<file path="src/rtl/ysyx_23060096_ifu_pkg.sv">
// Shared definitions for the instruction fetch unit.
//   ifu_state_e  : fetch FSM states
//   IFU_RESET_PC : default first fetch address after reset
//   IFU_NOP      : canonical RISC-V nop (addi x0, x0, 0)
//   align_word() : clears the two low address bits
package ysyx_23060096_ifu_pkg;

  typedef enum logic [1:0] {
    ST_FETCH = 2'd0,
    ST_WAIT  = 2'd1,
    ST_HOLD  = 2'd2,
    ST_HALT  = 2'd3
  } ifu_state_e;

  localparam logic [31:0] IFU_RESET_PC = 32'h8000_0000;
  localparam logic [31:0] IFU_NOP      = 32'h0000_0013;

  function automatic logic [31:0] align_word(input logic [31:0] addr);
    return {addr[31:2], 2'b00};
  endfunction

endpackage

</file>
<file path="src/rtl/ysyx_23060096_pcgen.sv">
// Program counter register with next-PC selection.
//   clk, rstn : clock, asynchronous active-low reset (pc -> RESET_PC)
//   advance   : step pc by 4 (wraps modulo 2^32)
//   redirect  : load word-aligned target; wins over advance
//   target    : redirect address (low two bits ignored)
//   pc        : current fetch address
module ysyx_23060096_pcgen
  import ysyx_23060096_ifu_pkg::*;
#(
  parameter logic [31:0] RESET_PC = IFU_RESET_PC
) (
  input  logic        clk,
  input  logic        rstn,
  input  logic        advance,
  input  logic        redirect,
  input  logic [31:0] target,
  output logic [31:0] pc
);

  logic [31:0] pc_q;
  logic [31:0] pc_d;

  always_comb begin
    pc_d = pc_q;
    if (redirect) begin
      pc_d = align_word(target);
    end else if (advance) begin
      pc_d = pc_q + 32'd4;
    end
  end

  always_ff @(posedge clk or negedge rstn) begin
    if (!rstn) begin
      pc_q <= RESET_PC;
    end else begin
      pc_q <= pc_d;
    end
  end

  assign pc = pc_q;

endmodule

</file>
<file path="src/rtl/ysyx_23060096_ifu.sv">
// Instruction fetch unit: one outstanding memory request, single-entry
// output register toward decode, redirect and halt handling.
//   clk, rstn          : clock, asynchronous active-low reset
//   imem_req_*         : fetch request (valid/ready handshake, word address)
//   imem_rsp_*         : fetch response, always accepted
//   out_valid/ready    : instruction handshake toward decode
//   out_inst, out_pc   : held instruction and its address
//   redirect_valid/pc  : branch/jump redirect pulse and target
//   halt_req, halted   : stop fetching; halted stays set until reset
module ysyx_23060096_ifu
  import ysyx_23060096_ifu_pkg::*;
#(
  parameter logic [31:0] RESET_PC = IFU_RESET_PC
) (
  input  logic        clk,
  input  logic        rstn,
  output logic        imem_req_valid,
  input  logic        imem_req_ready,
  output logic [31:0] imem_req_addr,
  input  logic        imem_rsp_valid,
  input  logic [31:0] imem_rsp_data,
  output logic        out_valid,
  input  logic        out_ready,
  output logic [31:0] out_inst,
  output logic [31:0] out_pc,
  input  logic        redirect_valid,
  input  logic [31:0] redirect_pc,
  input  logic        halt_req,
  output logic        halted
);

  ifu_state_e  state_q, state_d;
  logic        drop_q, drop_d;
  logic        hpend_q, hpend_d;
  logic        req_valid_q;
  logic        out_valid_q;
  logic        halted_q;
  logic [31:0] out_inst_q, out_inst_d;
  logic [31:0] out_pc_q, out_pc_d;
  logic [31:0] pc;
  logic        advance;
  logic        redirect_en;
  logic        fire;

  assign fire = req_valid_q & imem_req_ready;

  ysyx_23060096_pcgen #(
    .RESET_PC (RESET_PC)
  ) u_pcgen (
    .clk      (clk),
    .rstn     (rstn),
    .advance  (advance),
    .redirect (redirect_en),
    .target   (redirect_pc),
    .pc       (pc)
  );

  always_comb begin
    state_d     = state_q;
    drop_d      = drop_q;
    hpend_d     = hpend_q;
    out_inst_d  = out_inst_q;
    out_pc_d    = out_pc_q;
    advance     = 1'b0;
    redirect_en = 1'b0;
    unique case (state_q)
      ST_FETCH: begin
        if (halt_req) begin
          state_d = ST_HALT;
        end else begin
          redirect_en = redirect_valid;
          if (fire) begin
            state_d = ST_WAIT;
            // request left with the old pc: its response must be dropped
            drop_d  = redirect_valid;
          end
        end
      end
      ST_WAIT: begin
        // A halt seen while waiting is remembered until the response lands,
        // so the memory is never left with an unmatched request.
        if (halt_req || hpend_q) begin
          if (imem_rsp_valid) begin
            state_d = ST_HALT;
            hpend_d = 1'b0;
            drop_d  = 1'b0;
          end else begin
            hpend_d = 1'b1;
          end
        end else begin
          redirect_en = redirect_valid;
          if (imem_rsp_valid) begin
            state_d = ST_FETCH;
            drop_d  = 1'b0;
            if (!drop_q && !redirect_valid) begin
              state_d    = ST_HOLD;
              out_inst_d = imem_rsp_data;
              out_pc_d   = pc;
            end
          end else if (redirect_valid) begin
            drop_d = 1'b1;
          end
        end
      end
      ST_HOLD: begin
        if (halt_req) begin
          state_d = ST_HALT;
        end else if (redirect_valid) begin
          redirect_en = 1'b1;
          state_d     = ST_FETCH;
        end else if (out_ready) begin
          advance = 1'b1;
          state_d = ST_FETCH;
        end
      end
      ST_HALT: begin
        state_d = ST_HALT;
      end
      default: begin
        state_d = ST_FETCH;
      end
    endcase
  end

  // Outputs are registered from the next state; req_valid_q resets low so
  // the first request appears one cycle after reset release.
  always_ff @(posedge clk or negedge rstn) begin
    if (!rstn) begin
      state_q     <= ST_FETCH;
      drop_q      <= 1'b0;
      hpend_q     <= 1'b0;
      req_valid_q <= 1'b0;
      out_valid_q <= 1'b0;
      halted_q    <= 1'b0;
      out_inst_q  <= '0;
      out_pc_q    <= '0;
    end else begin
      state_q     <= state_d;
      drop_q      <= drop_d;
      hpend_q     <= hpend_d;
      req_valid_q <= (state_d == ST_FETCH);
      out_valid_q <= (state_d == ST_HOLD);
      halted_q    <= (state_d == ST_HALT);
      out_inst_q  <= out_inst_d;
      out_pc_q    <= out_pc_d;
    end
  end

  assign imem_req_valid = req_valid_q;
  assign imem_req_addr  = pc;
  assign out_valid      = out_valid_q;
  assign out_inst       = out_inst_q;
  assign out_pc         = out_pc_q;
  assign halted         = halted_q;

endmodule

</file>
<file path="config.mk">
export PLATFORM = sky130hd
export DESIGN_NAME = ysyx_23060096_ifu
export DESIGN_NICKNAME = d
export VERILOG_FILES = /design/src/rtl/ysyx_23060096_ifu_pkg.sv /design/src/rtl/ysyx_23060096_pcgen.sv /design/src/rtl/ysyx_23060096_ifu.sv
export SDC_FILE = /design/constraint.sdc
export NUM_CORES = 1
export LEC_CHECK = 0
export ABC_AREA = 1
export CORE_MARGIN = 5
export CORE_UTILIZATION = 30
export CTS_BUF_LIST = sky130_fd_sc_hd__clkbuf_8
export DETAILED_ROUTE_END_ITERATION = 12
export GPL_ROUTABILITY_DRIVEN = 0
export SLEW_MARGIN = 30
export SYNTH_ARGS = -nofsm -noshare
export SYNTH_HDL_FRONTEND = slang
export SYNTH_SLANG_ARGS = --single-unit
export TNS_END_PERCENT = 50
</file>
<file path="constraint.sdc">
create_clock -name clk -period 4.4 [get_ports clk]
set_input_delay 0.88 -clock clk [delete_from_list [all_inputs] [get_ports clk]]
set_output_delay 0.88 -clock clk [all_outputs]
set_load 0.01 [all_outputs]
</file>
==> results of run 1 <==
-- kinds of logic after synthesis --
kind of cell / Yosys count
AO/OA/AOI/OAI: 75
XOR/XNOR: 6
adder cells (fa/ha/maj): 1
buffers and inverters: 90
flip-flops: 99
other: 1
AND/OR/NAND/NOR: 393
-- how the worst max path moves through the flow --
stage               cells after the start        endpoint
global placement                        9   u_pcgen.pc[4]
global route                            9  u_pcgen.pc[12]
CTS                                     9   u_pcgen.pc[4]
detailed placement                      9   u_pcgen.pc[4]
finish                                  9   u_pcgen.pc[4]
floorplan                               9  u_pcgen.pc[13]
-- registers in the layout, indices dropped and copies added (netlist names) --
register / flops
out_pc: 30
drop_q: 1
out_valid: 1
imem_req_valid: 1
u_pcgen.pc: 30
state_q: 2
hpend_q: 1
out_inst: 32
halted: 1
-- Yosys cell counts, types with 7 or more instances --
| master | instances |
|---|---|
| nand3_1 | 76 |
| o21ai_0 | 28 |
| buf_2 | 14 |
| nor2_2 | 8 |
| dfrtp_1 | 98 |
| a21oi_1 | 11 |
| o21ai_1 | 33 |
| inv_2 | 7 |
| inv_1 | 54 |
| nand2_1 | 237 |
| nor2_1 | 54 |
-- per-stage QoR --
step                      setup slack (ns)  power, mW  cells  area (um2)
after global placement               1.079      1.825   1029        6783
after global routing                 1.310      2.575   1045        6984
after detailed placement             1.067      1.831   1029        6783
after CTS                            1.486      2.458   1045        6984
after floorplan                      2.561      1.427    668        4979
final                                1.503      2.423   1045        6984
-- worst register-to-register path: stages (launching register included) --
cell	delay (ns)
dfrtp_1	0.41
nor2_2	0.16
o21bai_1	0.14
nand2_2	0.37
nand2_2	0.56
inv_2	0.29
nor3_1	0.23
nor2_1	0.06
-- area by class of cell --
type	instances	share of cell area, %
Multi-Input combinational cell	479	30.15
Clock inverter	7	1.111
Clock buffer	9	1.774
Tap cell	220	3.941
Inverter	61	3.278
Timing Repair Buffer	170	24.26
Sequential cell	99	35.49
-- layout by cell type (no fill, tap or decap), types with 8 or more instances in the layout --
cell type / Yosys / layout
nand3_1: 76 / 76
a21oi_1: 11 / 11
nor2_1: 54 / 54
nor2_2: 8 / 8
inv_1: 54 / 55
o21ai_1: 33 / 33
dfrtp_1: 98 / 98
clkdlybuf4s50_1: 0 / 162
clkbuf_8: 0 / 9
o21ai_0: 28 / 28
nand2_1: 237 / 237
-- metal layers --
| metal | GRT usage, % | vias to the layer above | part of all wire, % | wire length (um) |
|---|---|---|---|---|
| li1 | - | 2403 | - | - |
| met1 | 23.31 | 2127 | 48 | 7538 |
| met2 | 25.28 | 104 | 46 | 7298 |
| met3 | 3.138 | 15 | 4.4 | 686 |
| met4 | 5.922 | 0 | 1.5 | 243 |
| met5 | 0 | - | 0 | 0 |
-- where the power goes --
group	switching [mW]	leakage [nW]	internal [mW]
Combinational	0.351	1.91	0.321
Sequential	0.124	1.30	1.01
Clock	0.346	0.104	0.269
Total	0.821	3.31	1.60
==> flow_metrics.tcl, run 1 <==
set metrics [dict create \
    startpoint "halt_req" \
    die_w_um 138.7 \
    async_reset_ff_share_pct 100.0 \
    final_core_utilization_pct 42.57 \
    grt_pass1_vias 4522 \
    slew_headroom_pct 42.83 \
    fillers 1702 \
    fin_skew_ns 0.008649 \
    core-area_um2 16410 \
    drive_gt1_share_pct 5.939 \
    end_kind "flip-flop" \
    cp.arrival_ns 3.20 \
    rsz0062_at_grt "false" \
    synth_top_family_by_area "simple AND/OR/NAND/NOR gates" \
    grt.total_usage_pct 16.48 \
    cts_tree "done" \
    initial_utilization_pct 30.28 \
    clk_latency_ns 0.38 \
    seq_area_um2 2479 \
    p_leak_nw 3.308 \
    rows 47 \
    area_growth_pct 40.60 \
    wl_um 15770 \
    r2r_end "u_pcgen.pc[12]" \
    synthFlopType "dfrtp_1" \
    drtIter0Drc 389 \
    drc 0 \
    synth-edff-count 0 \
    port_buffers 163 \
    path_delay_family "simple AND/OR/NAND/NOR gates" \
    cts_inserted_buffers 9 \
    rrSetupSlack_ns 2.07 \
    crit_chain "clkdlybuf4s50_1 -> inv_2 -> nand2_2 -> o21bai_1 -> nand2_2 -> nand2_2 -> inv_2 -> nand2_1 -> o211ai_1" \
    post_cts_buffers 0 \
    fp.dieH_um 138.7 \
    hold_violations 0 \
    synth-adder-area-share_pct 0.2519 \
    cts_sinks 99 \
    cts_root_buffer "clkbuf_8" \
    yosys_warnings 0 \
    hp-start "out_inst[6]" \
    p_per_area_nw_per_um2 346.9 \
    worstRegToRegCells 7 \
    grt_antenna_before_repair 0 \
    setup_viol 0 \
    dp_hpwl_um 11810 \
    reg2reg_from "state_q[0]" \
    cap_violations 0 \
    cts-resized-gates 0 \
    clockBufferDepth 2 \
    firstDrtPassIters 4 \
    grt_first_pass_wirelength_um 25360 \
    die-area_um2 19230 \
    path_buf_inv 3 \
    synth_compound_area_share_pct 7.683 \
    ios 170 \
    netlist_area_um2 4967 \
    clk_pin_slew_ns 0.10 \
    hold_class "reg2reg" \
    yosysSeqAreaShare_pct 49.90 \
    synth_cells 665 \
    synth_top_cells_by_area "dfrtp_1 (49%), nand2_1 (18%), nand3_1 (7.7%)" \
    fin_nets 892 \
    yosys.area.top_type "dfrtp_1" \
    muxShareOfSynthArea_pct 0 \
    worst_slew_pin_slew_ns 0.8545 \
    synth_top_cell_area_share_pct 49.37 \
    ctsHoldBuffers 0 \
    ys_types 31 \
    max_stage_delay_ns 0.51 \
    fin_hold_ws_ns 0.4783 \
    crit_type "in2reg" \
    worstPathRequired_ns 4.70 \
    holdPathEnd "out_inst[6]" \
    min_period_over_period_pct 65.84 \
    ir_worst_vdd_mv 0.1553 \
    antenna_cells 0 \
    postSynthAreaPerCell_um2 7.470 \
    start_kind "input pin" \
    wl_per_cell_um 15.09 \
    grt_start_max_net_pins 54 \
    ys_ff_latch 99 \
    viasPerCell 4.449 \
    slew_violations 0 \
    synthSimpleGateAreaFrac_pct 33.10 \
    path_max_fanout 33 \
    synth-xor-area-share_pct 1.058 \
    period_needed_ns 2.897 \
    multiInputGateArea_um2 2106 \
    htreeDepth 3 \
    grt_overflow_total 0 \
    critPathSlowestCell "clkdlybuf4s50_1" \
    fmax_mhz 345.2 \
    finalSetupTns_ns 0 \
    whs_path_depth 2 \
    num_vias 4649 \
    status "completed" \
    ant_nets 0 \
    crit_top_cell "nand2_2" \
]
No activity file was read; power rests on OpenSTA's default activity.
==> inputs of run 2 (changes only) <==
clock period = 2.8 ns   (was 4.4 ns; I/O delays follow)
==> run 2 against run 1 <==
Worst setup slack lost 0.82 ns. Global-route usage grew 0.13 points. Register-to-register slack lost 1.2 ns. First-iteration DRC count grew 12%. Sequential cell count is the same. Critical path type unchanged. Largest power group unchanged. Highest routed layer unchanged.
==> flow_metrics.tcl, run 2 (synthesized netlist as in run 1, its figures left out) <==
set metrics [dict create \
    status "completed" \
    path_delay_family "simple AND/OR/NAND/NOR gates" \
    crit_end "u_pcgen.pc[12]" \
    die-area_um2 19230 \
    crit_top_cell "nand2_2" \
    period_needed_ns 2.117 \
    core-area_um2 16410 \
    rsz0062_at_grt "false" \
    ant_nets 0 \
    area_growth_pct 40.40 \
    drtIter0Drc 437 \
    final_common_cell "nand2_1" \
    clk_pin_slew_ns 0.09 \
    clockBufferDepth 2 \
    cts-resized-gates 0 \
    port_buffers 163 \
    setup_viol 0 \
    wl_um 15790 \
    ios 170 \
    initial_utilization_pct 30.28 \
    grt_antenna_before_repair 0 \
    path_max_fanout 20 \
    r2r_end "u_pcgen.pc[12]" \
    crit_type "in2reg" \
    ir_worst_vdd_mv 0.2096 \
    wl_met1_um 7557 \
    fillers 1690 \
    ctsHoldBuffers 0 \
    fin_skew_ns 0.01150 \
    rrSetupSlack_ns 0.92 \
    firstDrtPassIters 5 \
    post_cts_buffers 0 \
    start_kind "input pin" \
    min_period_over_period_pct 75.60 \
    p_per_area_nw_per_um2 529.9 \
    largest_reg_flops 32 \
    startpoint "halt_req" \
    clk_latency_ns 0.38 \
    antenna_cells 0 \
    max_stage_delay_ns 0.45 \
    p_leak_nw 3.307 \
    num_vias 4720 \
    cts_sinks 99 \
    crit_chain "clkdlybuf4s50_1 -> inv_2 -> nand2_2 -> o21bai_1 -> nand2_2 -> nand2_2 -> inv_2 -> nor3_1 -> nor2_1" \
    worstPathRequired_ns 3.07 \
    cts_root_buffer "clkbuf_8" \
    cp.depth 9 \
    drive_gt1_share_pct 5.818 \
    end_kind "flip-flop" \
    rows 47 \
    path_buf_inv 3 \
    htreeDepth 3 \
    cts_tree "done" \
    wl_met2_um 7126 \
    finalSetupTns_ns 0 \
    die_w_um 138.7 \
    cts_inserted_buffers 9 \
    slew_violations 0 \
    grt_overflow_total 0 \
    met3WireLength_um 669 \
    final_cell_mix "nand2_1 (237), clkdlybuf4s50_1 (162), dfrtp_1 (98), nand3_1 (76), inv_1 (56)" \
    fin_nets 892 \
    reg2reg_from "state_q[0]" \
    wl_per_cell_um 15.11 \
    cap_violations 0 \
    grt.total_usage_pct 16.61 \
    grt_start_max_net_pins 90 \
    final_core_utilization_pct 42.51 \
    drc 0 \
    top_layer "met4" \
    cp.arrival_ns 2.38 \
    viasPerCell 4.517 \
    hold_violations 0 \
    dp_hpwl_um 11720 \
    fp.dieH_um 138.7 \
    critPathSlowestCell "clkdlybuf4s50_1" \
    hold_class "in2async" \
    grt_pass1_vias 4556 \
    fmax_mhz 472.4 \
    worstRegToRegCells 7 \
    grt_first_pass_wirelength_um 25570 \
]
-- run 2: area by class of cell --
type,count,area (um2),area share [%]
multi-input combinational,479,2106,30.19
tap,220,275.3,3.947
sequential,99,2479,35.54
clock inverter,7,42.54,0.6100
inverter,61,229.0,3.283
timing repair buffer,170,1719,24.65
clock buffer,9,123.9,1.776
-- run 2: routing by layer --
metal  up-vias  GRT usage [%]
met3        25          2.483
met2       125          25.13
li1       2409              -
met4         0          6.694
met5         -              0
met1      2161          23.93
-- run 2: metrics by stage --
| step | cell area (um2) | total power [mW] | hold slack [ns] | setup slack (ns) | std cells |
|---|---|---|---|---|---|
| 6_report | 6974 | 3.696 | 0.09854 | 0.6832 | 1045 |
| 3_5_place_dp | 6808 | 2.881 | 0.4570 | 0.2760 | 1029 |
| 4_1_cts | 6974 | 3.743 | 0.1001 | 0.6812 | 1045 |
| 3_3_place_gp | 6808 | 2.869 | 0.4532 | 0.2850 | 1029 |
| 2_1_floorplan | 4979 | 2.242 | 0.2644 | 1.278 | 668 |
| 5_1_grt | 6974 | 3.930 | 0.1256 | 0.4975 | 1045 |
-- run 2: worst min path at each step --
| stage | to | slack, ns | depth (start not counted) |
|---|---|---|---|
| 3_3_place_gp | out_inst[9] | 0.45 | 2 |
| 4_1_cts | drop_q | 0.10 | 1 |
| 3_5_place_dp | out_inst[18] | 0.46 | 2 |
| 5_1_grt | out_pc[25] | 0.13 | 1 |
| 6_report | out_pc[25] | 0.1 | 1 |
| 2_1_floorplan | drop_q | 0.26 | 0 |
-- run 2: power breakdown --
group | internal, mW | switching [mW] | total, mW
sequential | 1.59 | 0.199 | 1.79
combinational | 0.506 | 0.552 | 1.06
clock | 0.321 | 0.527 | 0.848
==> inputs of run 3 (changes only) <==
clock period = 2.15 ns   (was 2.8 ns; I/O delays follow)
==> run 3 against run 2 <==
Sequential share of layout area is 0.88 points lower. Die area did not move. Cell area is 2.5% higher. Clock skew increased by 0.00055 ns. Power up 38%. Worst setup slack lost 0.46 ns. Hold slack better by 0.38 ns. Utilization increased by 1.1 points. Register-to-register slack got worse by 0.57 ns. Highest routed layer unchanged. Clock-buffer cell count did not move. Clock power is 64% higher. Critical path type is now reg2out. Wire length is 0.98% higher.
==> flow_metrics.tcl, run 3 (synthesized netlist as in run 1, its figures left out) <==
set metrics [dict create \
    status "completed" \
    grt.total_usage_pct 16.64 \
    clockBufferDepth 2 \
    initial_utilization_pct 30.28 \
    finalSetupTns_ns 0 \
    cp.arrival_ns 1.49 \
    fp.dieH_um 138.7 \
    crit_chain "clkdlybuf4s50_1" \
    hold_violations 0 \
    path_delay_family "flip-flops" \
    clk_latency_ns 0.38 \
    cts_sinks 99 \
    cts_inserted_buffers 9 \
    ios 170 \
    grt_antenna_before_repair 0 \
    fillers 1661 \
    total_power_mw 5.110 \
    grt_first_pass_wirelength_um 25650 \
    viasPerCell 4.476 \
    hold_class "reg2reg" \
    path_buf_inv 1 \
    p_per_area_nw_per_um2 714.5 \
    wl_per_cell_um 15.05 \
    core-area_um2 16410 \
    antenna_cells 0 \
    port_buffers 163 \
    end_kind "primary output" \
    num_vias 4740 \
    fmax_mhz 519.5 \
    rrSetupSlack_ns 0.35 \
    drive_gt1_share_pct 7.390 \
    start_kind "flip-flop" \
    dp_hpwl_um 12200 \
    max_stage_delay_ns 0.58 \
    ant_nets 0 \
    slew_violations 0 \
    critPathSlowestCell "dfstp_2" \
    fin_hold_ws_ns 0.4771 \
    grt_start_max_net_pins 59 \
    placed_cell_area_um2 6918 \
    wl_um 15940 \
    largest_reg_flops 32 \
    cts-resized-gates 0 \
    startpoint "u_pcgen.pc[31]" \
    cts_tree "done" \
    grt_overflow_total 0 \
    htreeDepth 3 \
    worstRegToRegCells 10 \
    crit_type "reg2out" \
    rsz0062_at_grt "false" \
    fin_skew_ns 0.01205 \
    rows 47 \
    cts_root_buffer "clkbuf_8" \
    grt_pass1_vias 4629 \
    area_growth_pct 43.98 \
    clk_pin_slew_ns 0.10 \
    setup_viol 0 \
    cp.depth 1 \
    final_cell_area_um2 7152 \
    fin_nets 906 \
    drtIter0Drc 332 \
    min_period_over_period_pct 89.52 \
    final_common_cell "nand2_1" \
    p_leak_nw 3.405 \
    die_w_um 138.7 \
    final_cell_mix "nand2_1 (237), clkdlybuf4s50_1 (162), dfrtp_1 (98), nand3_1 (76), inv_1 (55)" \
    worstPathRequired_ns 1.72 \
    ir_worst_vdd_mv 0.3054 \
    drc 0 \
    r2r_end "u_pcgen.pc[20]" \
    firstDrtPassIters 4 \
    period_needed_ns 1.925 \
    cap_violations 0 \
    die-area_um2 19230 \
    path_max_fanout 4 \
    crit_end "imem_req_addr[31]" \
    reg2reg_from "u_pcgen.pc[3]" \
]
run 3: changes by cell type in the layout (fill, tap and decap cells not counted), sizes merged:
cell,before,now
bufinv,0,2
clkinvlp,1,0
clkinv,2,1
buf,8,21
dlygate4sd3,0,1
run 3: per-stage QoR:
stage / utilization, % / std cells / setup WS (ns)
2_1_floorplan: - / 668 / 0.6279
3_3_place_gp: 42.16 / 1042 / 0.08717
3_5_place_dp: 42.16 / 1042 / 0.06801
4_1_cts: 43.59 / 1059 / 0.2026
5_1_grt: 43.59 / 1059 / 0.1697
6_report: 43.59 / 1059 / 0.2252
run 3: worst min path at each step:
| stage | slack [ns] | depth (start not counted) | start | endpoint |
|---|---|---|---|---|
| floorplan | 0.13 | 0 | rstn | drop_q |
| CTS | 0.48 | 2 | out_inst[6] | out_inst[6] |
| global route | 0.50 | 2 | out_inst[26] | out_inst[26] |
| global placement | 0.40 | 1 | rstn | out_pc[22] |
| finish | 0.48 | 2 | out_inst[12] | out_inst[12] |
| detailed placement | 0.40 | 1 | rstn | out_pc[22] |
run 3: cell type report:
type                       instances  area (um2)  area share (%)
timing repair buffer             184        1839           25.72
clock inverter                     7       100.1           1.400
clock buffer                       9       123.9           1.732
multi-input combinational        479        2106           29.44
inverter                          61       229.0           3.202
sequential                        99        2479           34.66
tap                              220       275.3           3.849
run 3: power by group:
part / leakage [nW] / internal [mW] / switching [mW] / total, mW
Combinational: 1.99 / 0.672 / 0.719 / 1.39
Sequential: 1.30 / 2.07 / 0.258 / 2.33
Clock: 0.119 / 0.671 / 0.720 / 1.39
Total: 3.40 / 3.41 / 1.70 / 5.11
run 3: layer usage:
metal / track usage [%] / up-vias / routed length (um)
met5: 0 / - / 0
met4: 6.179 / 0 / 306
met3: 2.862 / 16 / 897
met2: 25.49 / 127 / 7263
met1: 23.69 / 2165 / 7472
li1: - / 2432 / -
run 3: repair_timing:
item,4_1_cts,5_1_grt
hold endpoints to repair,28,0
endpoints found under the setup margin,0,0
hold buffers,1,0
setup buffers,0,0
